--- config.mk ---
export PLATFORM = sky130hd
export DESIGN_NAME = ifetch_axi
export DESIGN_NICKNAME = d
export VERILOG_FILES = /design/src/rtl/ifetch_pkg.sv /design/src/rtl/ifetch_axi.sv
export SDC_FILE = /design/constraint.sdc
export NUM_CORES = 1
export LEC_CHECK = 0
export ABC_AREA = 1
export BUFFER_PORTS_ARGS = -buffer_cell sky130_fd_sc_hd__buf_2
export CELL_PAD_IN_SITES_DETAIL_PLACEMENT = 2
export CELL_PAD_IN_SITES_GLOBAL_PLACEMENT = 2
export CORE_UTILIZATION = 33
export DETAILED_ROUTE_END_ITERATION = 16
export HOLD_SLACK_MARGIN = 0.03
export PLACE_DENSITY_LB_ADDON = 0.1
export SLEW_MARGIN = 20
export SYNTH_ARGS = -nofsm -noshare
export SYNTH_HDL_FRONTEND = slang
export SYNTH_SLANG_ARGS = --single-unit
--- constraint.sdc ---
create_clock -name AXI_ACLK -period 13.4 [get_ports AXI_ACLK]
set_clock_uncertainty 0.1 [all_clocks]
set_input_delay 2.68 -clock AXI_ACLK [delete_from_list [all_inputs] [get_ports AXI_ACLK]]
set_output_delay 2.68 -clock AXI_ACLK [all_outputs]
set_load 0.05 [all_outputs]
--- src/rtl/ifetch_pkg.sv ---
// Shared constants for the AXI4-Lite instruction fetch unit.
package ifetch_pkg;

    localparam logic [2:0] S_IDLE  = 3'd0;
    localparam logic [2:0] S_REQ   = 3'd1;
    localparam logic [2:0] S_RESP  = 3'd2;
    localparam logic [2:0] S_OUT   = 3'd3;
    localparam logic [2:0] S_FAULT = 3'd4;

    localparam logic [31:0] NOP_INSTR = 32'h0000_0013;
    localparam logic [1:0]  RESP_OKAY = 2'b00;

endpackage

--- src/rtl/ifetch_axi.sv ---
// AXI4-Lite read master that owns the PC, fetches one instruction at a time
// and presents it to decode; handles execute redirects and sticky faults.
module ifetch_axi
    import ifetch_pkg::*;
#(
    parameter logic [31:0] RESET_PC   = 32'h0000_0000,
    parameter int unsigned AXI_AWIDTH = 32,
    parameter int unsigned AXI_DWIDTH = 32,
    parameter int unsigned WORD_ADDR  = 0
) (
    input  logic                  AXI_ACLK,
    input  logic                  AXI_ARESET,
    output logic [AXI_AWIDTH-1:0] AXI_ARADDR,
    output logic                  AXI_ARVALID,
    input  logic                  AXI_ARREADY,
    input  logic [AXI_DWIDTH-1:0] AXI_RDATA,
    input  logic [1:0]            AXI_RRESP,
    input  logic                  AXI_RVALID,
    output logic                  AXI_RREADY,
    input  logic                  REDIR_VALID,
    input  logic [31:0]           REDIR_PC,
    output logic                  INSTR_VALID,
    input  logic                  INSTR_READY,
    output logic [31:0]           INSTR_DATA,
    output logic [31:0]           INSTR_PC,
    output logic                  FETCH_FAULT
);

    logic [2:0]  r_state;
    logic [31:0] r_pc;
    logic [31:0] r_redir_pc;
    logic        r_flush;
    logic        r_arvalid;
    logic        r_rready;
    logic        r_ivalid;
    logic [31:0] r_idata;
    logic [31:0] r_ipc;
    logic        r_fault;

    logic [31:0] w_start_pc;
    logic        w_start_ok;
    logic [2:0]  w_start_state;
    logic        w_rsp_done;
    logic        w_discard;

    // ARADDR is a pure slice of the PC register, so it stays registered.
    assign AXI_ARADDR  = (WORD_ADDR != 0) ? AXI_AWIDTH'(r_pc >> 2) : AXI_AWIDTH'(r_pc);
    assign AXI_ARVALID = r_arvalid;
    assign AXI_RREADY  = r_rready;
    assign INSTR_VALID = r_ivalid;
    assign INSTR_DATA  = r_idata;
    assign INSTR_PC    = r_ipc;
    assign FETCH_FAULT = r_fault;

    // PC used for the next request: a live redirect wins, otherwise a pending
    // one while a transaction is draining, otherwise the current PC.
    always_comb begin
        w_start_pc = r_pc;
        if (REDIR_VALID) begin
            w_start_pc = REDIR_PC;
        end else if (r_state == S_REQ || r_state == S_RESP) begin
            w_start_pc = r_redir_pc;
        end
        w_start_ok    = (w_start_pc[1:0] == 2'b00);
        w_start_state = w_start_ok ? S_REQ : S_FAULT;
        w_rsp_done    = ((r_state == S_REQ) && AXI_ARREADY && AXI_RVALID) ||
                        ((r_state == S_RESP) && AXI_RVALID);
        w_discard     = r_flush || REDIR_VALID;
    end

    always_ff @(posedge AXI_ACLK or posedge AXI_ARESET) begin
        if (AXI_ARESET) begin
            r_state    <= S_IDLE;
            r_pc       <= RESET_PC;
            r_redir_pc <= '0;
            r_flush    <= 1'b0;
            r_arvalid  <= 1'b0;
            r_rready   <= 1'b0;
            r_ivalid   <= 1'b0;
            r_idata    <= NOP_INSTR;
            r_ipc      <= RESET_PC;
            r_fault    <= 1'b0;
        end else begin
            case (r_state)
                S_IDLE: begin
                    r_pc      <= w_start_pc;
                    r_state   <= w_start_state;
                    r_arvalid <= w_start_ok;
                    r_rready  <= w_start_ok;
                    r_fault   <= ~w_start_ok;
                end

                S_REQ, S_RESP: begin
                    if (REDIR_VALID) begin
                        r_flush    <= 1'b1;
                        r_redir_pc <= REDIR_PC;
                    end
                    if (r_state == S_REQ && AXI_ARREADY) begin
                        r_arvalid <= 1'b0;
                        if (!AXI_RVALID) begin
                            r_state <= S_RESP;
                        end
                    end
                    // Later assignments here override the flush/arvalid updates above.
                    if (w_rsp_done) begin
                        r_rready <= 1'b0;
                        r_flush  <= 1'b0;
                        if (w_discard) begin
                            r_pc      <= w_start_pc;
                            r_state   <= w_start_state;
                            r_arvalid <= w_start_ok;
                            r_rready  <= w_start_ok;
                            r_fault   <= ~w_start_ok;
                        end else if (AXI_RRESP != RESP_OKAY) begin
                            r_state <= S_FAULT;
                            r_fault <= 1'b1;
                        end else begin
                            r_idata <= AXI_RDATA[31:0];
                            r_ipc   <= r_pc;
                            r_pc    <= r_pc + 32'd4;
                            r_state <= S_OUT;
                        end
                    end
                end

                S_OUT: begin
                    if (REDIR_VALID || (r_ivalid && INSTR_READY)) begin
                        r_ivalid  <= 1'b0;
                        r_pc      <= w_start_pc;
                        r_state   <= w_start_state;
                        r_arvalid <= w_start_ok;
                        r_rready  <= w_start_ok;
                        r_fault   <= ~w_start_ok;
                    end else begin
                        r_ivalid <= 1'b1;
                    end
                end

                S_FAULT: begin
                    r_arvalid <= 1'b0;
                    r_rready  <= 1'b0;
                    r_ivalid  <= 1'b0;
                end

                default: begin
                    r_state <= S_IDLE;
                end
            endcase
        end
    end

endmodule

==> results of run 1 <==
==> state kept, by name, indices dropped and copies added, names as in the netlist <==
register	count
AXI_ARADDR	32
r_flush	1
INSTR_VALID	1
FETCH_FAULT	1
INSTR_PC	32
r_state	3
AXI_ARVALID	1
INSTR_DATA	32
r_redir_pc	32
AXI_RREADY	1
==> worst reg2reg max path, delay by kind of cell, from the launching register on <==
family / cells / cell delay, ps
AO/OA/AOI/OAI: 2 / 220
AND/OR/NAND/NOR: 4 / 910
buffers and inverters: 5 / 1190
flip-flops: 1 / 450
==> cell type report <==
| cell class | instances | area, um2 |
|---|---|---|
| clock buffer | 18 | 439 |
| tap | 270 | 338 |
| fill | 2333 | 11900 |
| multi-input combinational | 609 | 3020 |
| inverter | 69 | 267 |
| clock inverter | 14 | 149 |
| timing repair buffer | 176 | 897 |
| sequential | 136 | 3410 |
==> worst max path at each step <==
stage	startpoint	end	depth (start not counted)
after floorplan	AXI_ARESET	AXI_ARADDR[0]	1
after global placement	REDIR_VALID	INSTR_DATA[11]	6
after detailed placement	REDIR_VALID	AXI_ARADDR[31]	10
after CTS	REDIR_VALID	AXI_ARADDR[31]	10
after global routing	REDIR_VALID	AXI_ARADDR[29]	10
final	REDIR_VALID	AXI_ARADDR[31]	10
==> metrics by stage <==
stage	setup slack (ps)	hold WS (ps)
after global placement	8200	351
after floorplan	6990	337
final	8480	370
after global routing	8260	391
after CTS	8470	372
after detailed placement	8030	356
==> cell families (layout without fill, tap and decap cells) <==
| kind of cell | Yosys count | count (layout) |
|---|---|---|
| and+or+nand+nor | 387 | 387 |
| AOI/OAI and AO/OA | 178 | 178 |
| adders and majority gates | 1 | 1 |
| buffers and inverters | 109 | 277 |
| muxes | 38 | 38 |
| DFF | 136 | 136 |
| xor gates and xnor gates | 5 | 5 |
==> power breakdown <==
part	leakage (uW)	internal, uW	switching, uW
sequential	0.00177	548	135
combinational	0.00230	203	640
clock	0.000279	280	197
total	0.00435	1030	972
==> per-layer routing <==
| layer | part of all wire [%] | global-route usage, % | wire, um |
|---|---|---|---|
| met2 | 48 | 41.1 | 12100 |
| met5 | 0 | 0 | 0 |
| met1 | 48 | 32.8 | 12000 |
| met4 | 0.88 | 5.52 | 221 |
| met3 | 3.3 | 3.75 | 834 |
==> cell usage in the layout, fill, tap and decap left out, types with 4 or more instances in the layout <==
cell / instances
nor2_2: 5
a21oi_1: 34
inv_1: 62
o21ai_0: 123
mux2_2: 35
xor2_1: 5
nand2_1: 246
inv_2: 5
clkbuf_16: 17
o21ai_1: 16
clkinvlp_4: 4
dfrtp_1: 133
nand4_1: 8
buf_4: 4
nor3_1: 13
nand3_1: 58
nor2_1: 46
buf_2: 171
==> flow_metrics.tcl, run 1 <==
set metrics [dict create \
    outcome "finished, final reports clean" \
    synthSimpleGateAreaFrac_pct 23.6 \
    hold_violations 0 \
    num_vias 6540 \
    p_per_area_mw_per_mm2 235 \
    dp_hpwl_um 17700 \
    utilization_pct 41.8 \
    r2r-end "AXI_ARADDR[24]" \
    synth.top_cells.by_area "dfrtp_1, nand2_1, o21ai_0" \
    fin_total_pwr_uw 2000 \
    cts-root-buf "clkbuf_16" \
    grt_pass1_wl_um 40200 \
    design_area_mm2 0.00851 \
    viasPerCell 5.06 \
    synth_nets 927 \
    diodes 0 \
    arrival_ps 5160 \
    rows 52 \
    hold_class "flop to flop" \
    drc_errors 0 \
    worstPathMaxFanout 48 \
    nets 1082 \
    synth_compound_area_share_pct 13.1 \
    core-area_mm2 0.0204 \
    critPathBufInv 5 \
    synthFlopType "dfrtp_1" \
    max_freq_mhz 203 \
    die_h_um 146 \
    crit_chain "buf_2 -> nor2_1 -> inv_1 -> nor2_4 -> inv_2 -> o21ai_2 -> buf_4 -> inv_2 -> nand3_1 -> o21ai_1" \
    initial_core_util_pct 33.8 \
    cts.path.max_buffers 2 \
    synthAdderAreaFrac_pct 0.182 \
    fin_crit_sh_pct 36.7 \
    rsz0062_at_grt "false" \
    reg2regPathDepth 11 \
    max_stage_delay_ps 650 \
    syn_area_per_cell_um2 8.06 \
    maxCapViolations 0 \
    min_period_ps 4920 \
    grt_max_degree 91 \
    finalSetupViolCount 0 \
    grt_pass1_vias 7042 \
    tightest_slew_ps 979 \
    htreeDepth 4 \
    netlist_area_mm2 0.00688 \
    cellLeakagePower_uw 0.00435 \
    cts_hold_buffers 0 \
    cpMostUsedCell "inv_2" \
    cts_buffers 17 \
    ys_types 34 \
    gr-total-overflow 0 \
    die_x_um 146 \
    portBuffers 171 \
    wl_um 25100 \
    dp_cells 1260 \
    track_usage_pct 24.3 \
    timing.setup.tns_ps 0 \
    ir_worst_vdd_uv 89.5 \
    synth_commonest_cells "nand2_1, dfrtp_1, o21ai_0, inv_1, nand3_1" \
    synth_top_area_share_pct 48.4 \
    synth.mux.area_fraction_pct 6.22 \
    hold_depth 2 \
    startpoint_type "primary input" \
    ys_warn_count 0 \
    path_class "primary input to flop" \
    antenna_found_initial 0 \
    synth_most_common_cell "nand2_1" \
    slew_viol_final 0 \
    synth_cells 854 \
    clkSinkCount 136 \
    wire_per_inst_um 19.4 \
    cp_top_family "buffers and inverters" \
    synth_edf_count 0 \
    cts.reportedPaths.clkPinSlew_ps 60 \
    io_pins 172 \
    place_area_mm2 0.00792 \
    instances_no_fill 1292 \
    r2r_setup_slack_ps 10390 \
    synth_xor_xnor_area_share_pct 0.637 \
    cts_tree "built" \
    cp.required_ps 13640 \
    endpoint_kind "flop" \
    clk_latency_ps 430 \
    crit_path_top_delay_cell "buf_2" \
    synth_area_leader_cell "dfrtp_1" \
    min_from "r_redir_pc[14]" \
    drtIter0Drc 261 \
    synth_seq_cells 136 \
    max-slew-margin-rel_pct 34.8 \
    drive_above_1_share_pct 26.1 \
    die-area_mm2 0.0214 \
    min_to "r_redir_pc[14]" \
    ys_seq_area_share_pct 49.5 \
    first_pass_iters 4 \
    gp_congestion 0.764 \
    area_growth_pct 23.8 \
    ant_nets 0 \
    post_cts_resized 0 \
    synthArstFlopShare_pct 100 \
    r2r_start "r_state[0]" \
    postCtsSetupRepairBufs 0 \
    synth_top_family_by_area "simple AND/OR/NAND/NOR gates" \
]
Power figures use the tool's default switching activity.
==> run 2: changes to the inputs <==
--- a/config.mk
+++ b/config.mk
@@ -5,11 +5,11 @@
 export SDC_FILE = /design/constraint.sdc
 export NUM_CORES = 1
 export LEC_CHECK = 0
-export ABC_AREA = 1
+export ABC_AREA = 0
 export BUFFER_PORTS_ARGS = -buffer_cell sky130_fd_sc_hd__buf_2
 export CELL_PAD_IN_SITES_DETAIL_PLACEMENT = 2
 export CELL_PAD_IN_SITES_GLOBAL_PLACEMENT = 2
-export CORE_UTILIZATION = 33
+export CORE_UTILIZATION = 31
 export DETAILED_ROUTE_END_ITERATION = 16
 export HOLD_SLACK_MARGIN = 0.03
 export PLACE_DENSITY_LB_ADDON = 0.1
==> constraint.sdc (replaced) <==
create_clock -name AXI_ACLK -period 4 [get_ports AXI_ACLK]
set_clock_uncertainty 0.1 [all_clocks]
set_input_delay 0.8 -clock AXI_ACLK [delete_from_list [all_inputs] [get_ports AXI_ACLK]]
set_output_delay 0.8 -clock AXI_ACLK [all_outputs]
set_load 0.05 [all_outputs]
==> flow_metrics.tcl, run 2 <==
set metrics [dict create \
    power.share.sequential_pct 38.6 \
    p_switching_uw 2330 \
    dp_hpwl_um 16100 \
    ys_warn_count 0 \
    first_pass_iters 4 \
    cts_buffers 17 \
    final_common_cell "buf_2" \
    initial_core_util_pct 31.6 \
    timing.setup.tns_ps 0 \
    synth_top_area_share_pct 48.1 \
    tightest_slew_ps 1030 \
    final_cell_mix "buf_2, dfrtp_1, mux2_2, a21oi_1, nand2_1" \
    p_per_area_mw_per_mm2 664 \
    ant_nets 0 \
    arrival_ps 3090 \
    synth_top_family_by_area "compound AO/OA/AOI/OAI gates" \
    max-slew-margin-rel_pct 30.9 \
    synth_xor_xnor_area_share_pct 0.524 \
    fin_crit_sh_pct 72.3 \
    drc_errors 0 \
    synth.mux.area_fraction_pct 15.1 \
    rsz0062_at_grt "false" \
    cts.reportedPaths.clkPinSlew_ps 60 \
    path_class "flop to flop" \
    grt_pass1_wl_um 37500 \
    postCtsSetupRepairBufs 0 \
    core-area_mm2 0.0219 \
    io_pins 172 \
    synth_seq_cells 136 \
    grt_max_degree 137 \
    cts_hold_buffers 0 \
    p_int_uw 3420 \
    wire_per_inst_um 22.2 \
    ir_worst_vdd_uv 290 \
    wl_um 23900 \
    track_usage_pct 21.8 \
    drtIter0Drc 215 \
    die_h_um 151 \
    instances_no_fill 1077 \
    grt_pass1_vias 6518 \
    rows 54 \
    fin_ws_ps 1110 \
    synthSimpleGateAreaFrac_pct 11.7 \
    diodes 0 \
    gr-total-overflow 0 \
    clk_latency_ps 420 \
    post_cts_resized 0 \
    synth_cells 625 \
    drive_above_1_share_pct 40.4 \
    swShare_pct 40.5 \
    dp_cells 1045 \
    syn_area_per_cell_um2 11.1 \
    hold_violations 0 \
    endpoint_kind "flop" \
    synth_commonest_cells "dfrtp_1, mux2_2, a21oi_1, nand2_1, o21ai_0" \
    min_period_ps 2890 \
    synth_compound_area_share_pct 18.3 \
    die_x_um 151 \
    synthFlopType "dfrtp_1" \
    slew_viol_final 0 \
    synthAdderAreaFrac_pct 0.181 \
    synth_most_common_cell "dfrtp_1" \
    outcome "finished, final reports clean" \
    synth_edf_count 0 \
    cp.required_ps 4200 \
    cellLeakagePower_uw 0.00415 \
    area_growth_pct 25.1 \
    die-area_mm2 0.0229 \
    startpoint_type "flop" \
    worstPathMaxFanout 17 \
    cts_tree "built" \
    gp_congestion 0.776 \
    clkSinkCount 136 \
    nets 857 \
    hold_class "flop to flop" \
    antenna_found_initial 0 \
    ys_seq_area_share_pct 49.2 \
    max_freq_mhz 346 \
    synth.top_cells.by_area "dfrtp_1, mux2_2, a21oi_1" \
    htreeDepth 4 \
    cts-root-buf "clkbuf_16" \
    synthArstFlopShare_pct 100 \
    clockPowerShare_pct 30.8 \
    ys_types 72 \
    comb_power_share_pct 30.6 \
    viasPerCell 5.48 \
    num_vias 5907 \
    holdWs_ps 383 \
    cts.path.max_buffers 2 \
    place_ws_ps 871 \
    synth_nets 698 \
    portBuffers 171 \
    finalSetupViolCount 0 \
    synth_area_leader_cell "dfrtp_1" \
    maxCapViolations 0 \
    netlist_area_mm2 0.00692 \
]
run 2: cell count changes after synthesis, sizes merged, moves of 17 or more:
cell / before / now
a21oi: 34 / 51
inv: 69 / 16
mux2: 38 / 92
nand2: 249 / 37
nand3: 60 / 13
nor2: 53 / 21
o21ai: 140 / 35
run 2: worst paths after layout:
kind,start,endpoint,slack [ps],cells after the start
setup / recovery,r_state[0],AXI_ARADDR[24],1110,6
hold / removal,INSTR_PC[2],INSTR_PC[2],380,1
setup reg to reg,r_state[0],AXI_ARADDR[24],1110,6
hold reg to reg,INSTR_PC[2],INSTR_PC[2],380,1
max in group asynchronous,AXI_ARESET,r_redir_pc[22],2660,3
min in group asynchronous,AXI_ARESET,INSTR_PC[5],450,3
run 2: through the flow:
| stage | total power (uW) | util (%) | area, um2 |
|---|---|---|---|
| 2_1_floorplan | 3390 | - | 6930 |
| 3_3_place_gp | 3940 | 36.5 | 8000 |
| 3_5_place_dp | 4010 | 36.5 | 8000 |
| 4_1_cts | 5810 | 39.5 | 8660 |
| 5_1_grt | 6040 | 39.6 | 8660 |
| 6_report | 5750 | 39.6 | 8660 |
run 2: layer usage:
metal / track usage [%] / share of wire, % / vias up / wire [um]
met5: 0 / 0 / - / 0
met3: 4.22 / 3.6 / 27 / 858
li1: - / - / 2675 / -
met2: 37.4 / 51 / 131 / 12100
met4: 6.20 / 1.5 / 0 / 361
met1: 27.8 / 44 / 3074 / 10600
run 2: cells by family (layout without fill, tap and decap cells):
family,Yosys count,in the layout
buffers and inverters,63,235
and+or+nand+nor,146,146
xor gates and xnor gates,2,2
adders and majority gates,1,1
muxes,93,93
AOI/OAI and AO/OA,184,184
DFF,136,136
run 2: final cells by class:
type                            count  area, um2
Tap cell                          280        350
Clock buffer                       21        460
Inverter                           16       63.8
Clock inverter                     11        196
Sequential cell                   136       3410
Fill cell                        2339      13200
Multi-Input combinational cell    426       3180
Timing Repair Buffer              187       1000
run 2: worst max-delay path, cell delays in order (launching register included):
cell     delay [ps]
dfrtp_1         760
xor2_4          170
buf_4           260
a32oi_2         370
o211a_1         570
o21ai_0         270
a22o_1          250
run 2: power by group through the flow:
| stage | logic [uW] | clock network [uW] | registers [uW] |
|---|---|---|---|
| after CTS | 1780 | 1810 | 2220 |
| after detailed placement | 1760 | 0 | 2240 |
| final | 1760 | 1770 | 2220 |
| after global routing | 1890 | 1870 | 2270 |
| after global placement | 1720 | 0 | 2220 |
| after floorplan | 713 | 0 | 2680 |
==> run 3: changes to the inputs <==
--- a/config.mk
+++ b/config.mk
@@ -5,7 +5,7 @@
 export SDC_FILE = /design/constraint.sdc
 export NUM_CORES = 1
 export LEC_CHECK = 0
-export ABC_AREA = 0
+export ABC_AREA = 1
 export BUFFER_PORTS_ARGS = -buffer_cell sky130_fd_sc_hd__buf_2
 export CELL_PAD_IN_SITES_DETAIL_PLACEMENT = 2
 export CELL_PAD_IN_SITES_GLOBAL_PLACEMENT = 2
==> constraint.sdc (replaced) <==
create_clock -name AXI_ACLK -period 2.7 [get_ports AXI_ACLK]
set_clock_uncertainty 0.1 [all_clocks]
set_input_delay 0.54 -clock AXI_ACLK [delete_from_list [all_inputs] [get_ports AXI_ACLK]]
set_output_delay 0.54 -clock AXI_ACLK [all_outputs]
set_load 0.05 [all_outputs]
==> flow_metrics.tcl, run 3 (same netlist as run 1, synthesis figures left out) <==
set metrics [dict create \
    outcome "finished, final reports clean" \
    drtIter0Drc 214 \
    cts.path.max_buffers 2 \
    die-area_mm2 0.0228 \
    grt_pass1_wl_um 39400 \
    startpoint_type "flop" \
    max_stage_delay_ps 450 \
    portBuffers 171 \
    ir_worst_vdd_uv 450 \
    first_pass_iters 4 \
    io_pins 172 \
    cellLeakagePower_uw 0.00444 \
    cpMostUsedCell "nand2_1" \
    diodes 0 \
    clkSinkCount 136 \
    antenna_found_initial 0 \
    dp_hpwl_um 18200 \
    rows 54 \
    wire_per_inst_um 19.0 \
    design_area_mm2 0.00871 \
    nets 1095 \
    place_area_mm2 0.00810 \
    cp.required_ps 2910 \
    viasPerCell 5.01 \
    crit_path_top_delay_cell "dfrtp_1" \
    ant_nets 0 \
    maxCapViolations 0 \
    cts_tree "built" \
    track_usage_pct 23.0 \
    initial_core_util_pct 31.5 \
    worstPathMaxFanout 35 \
    finalSetupViolCount 0 \
    postCtsSetupRepairBufs 0 \
    critPathBufInv 2 \
    hold_class "primary input to flop" \
    timing.setup.tns_ps 0 \
    tightest_slew_ps 526 \
    hold_violations 0 \
    max_freq_mhz 435 \
    fin_total_pwr_uw 10000 \
    wl_um 24900 \
    clk_latency_ps 430 \
    drive_above_1_share_pct 27.0 \
    max-slew-margin-rel_pct 64.7 \
    path_class "flop to flop" \
    die_h_um 151 \
    core-area_mm2 0.0218 \
    cts_buffers 17 \
    gr-total-overflow 0 \
    cts.reportedPaths.clkPinSlew_ps 70 \
    endpoint_kind "flop" \
    crit_chain "inv_1 -> nand3_2 -> nand2_4 -> buf_4 -> nand2_1 -> nand3_1 -> nand2_1 -> nand2_1 -> nand2_1 -> nand3_1 -> nand2_1 -> nand2_1 -> nand2_1" \
    grt_pass1_vias 6982 \
    gp_congestion 0.795 \
    final_cell_mix "nand2_1, buf_2, dfrtp_1, o21ai_0, inv_1" \
    cp_top_family "simple AND/OR/NAND/NOR gates" \
    arrival_ps 2510 \
    die_x_um 151 \
    fin_crit_sh_pct 85.1 \
    htreeDepth 4 \
    rsz0062_at_grt "false" \
    grt_max_degree 50 \
    min_period_ps 2300 \
    instances_no_fill 1315 \
    drc_errors 0 \
    p_per_area_mw_per_mm2 1150 \
    dp_cells 1282 \
    cts-root-buf "clkbuf_16" \
    num_vias 6592 \
    final_common_cell "nand2_1" \
    area_growth_pct 26.6 \
    slew_viol_final 0 \
]
==> run 3: cell count changes in the layout (fill, tap and decap cells not counted), sizes merged, moves of 9 or more <==
| cell | before | now |
|---|---|---|
| nand3 | 13 | 60 |
| nand2 | 37 | 249 |
| o221ai | 9 | 0 |
| nor4 | 12 | 2 |
| mux2 | 92 | 38 |
| o21ai | 35 | 140 |
| nor2 | 21 | 53 |
| o31ai | 14 | 0 |
| and3 | 10 | 0 |
| a21oi | 51 | 34 |
| inv | 15 | 77 |
==> run 3: power by group <==
group / total (uW) / internal, uW / switching (uW)
sequential: 3330 / 2720 / 608
combinational: 4300 / 1070 / 3230
clock: 2400 / 1330 / 1080
==> run 3: area by class of cell <==
cell class / count / area, um2
Clock buffer: 17 / 425
Fill cell: 2581 / 13100
Multi-Input combinational cell: 609 / 3020
Clock inverter: 15 / 178
Inverter: 69 / 265
Sequential cell: 136 / 3410
Tap cell: 280 / 350
Timing Repair Buffer: 189 / 1070
==> run 3: layer usage <==
metal  vias up  track usage (%)  wire length [um]
li1       3151                -                 -
met1      3247             31.6             11800
met2       169             37.1             11500
met3        25             3.43              1210
met4         0             6.90               406
met5         -                0                 0
==> run 3: metrics by stage <==
step	hold slack, ps	worst slack (ps)	utilization (%)
6_report	230	402	39.9
4_1_cts	220	372	39.9
3_5_place_dp	356	434	37.1
2_1_floorplan	337	369	-
3_3_place_gp	349	486	37.1
5_1_grt	230	150	39.9
==> run 3: final timing paths <==
| kind | start | end | slack [ps] | cells after the start |
|---|---|---|---|---|
| hold reg to reg | r_redir_pc[31] | r_redir_pc[31] | 370 | 2 |
| hold / removal | REDIR_PC[12] | r_redir_pc[12] | 230 | 3 |
| min in group asynchronous | AXI_ARESET | INSTR_PC[0] | 560 | 3 |
| setup reg to reg | r_state[0] | AXI_ARVALID | 400 | 13 |
| max in group asynchronous | AXI_ARESET | r_redir_pc[31] | 1360 | 4 |
| setup / recovery | r_state[0] | AXI_ARVALID | 400 | 13 |
==> run 3: what timing repair did <==
item,in CTS,in global routing
hold buffers,1,0
endpoints found under the hold margin,10,0
gates resized for setup,0,0
==> run 3: worst min-delay path, stage by stage <==
cell and delay (ps):
buf_2 90, nand2_1 40, nand2_1 50
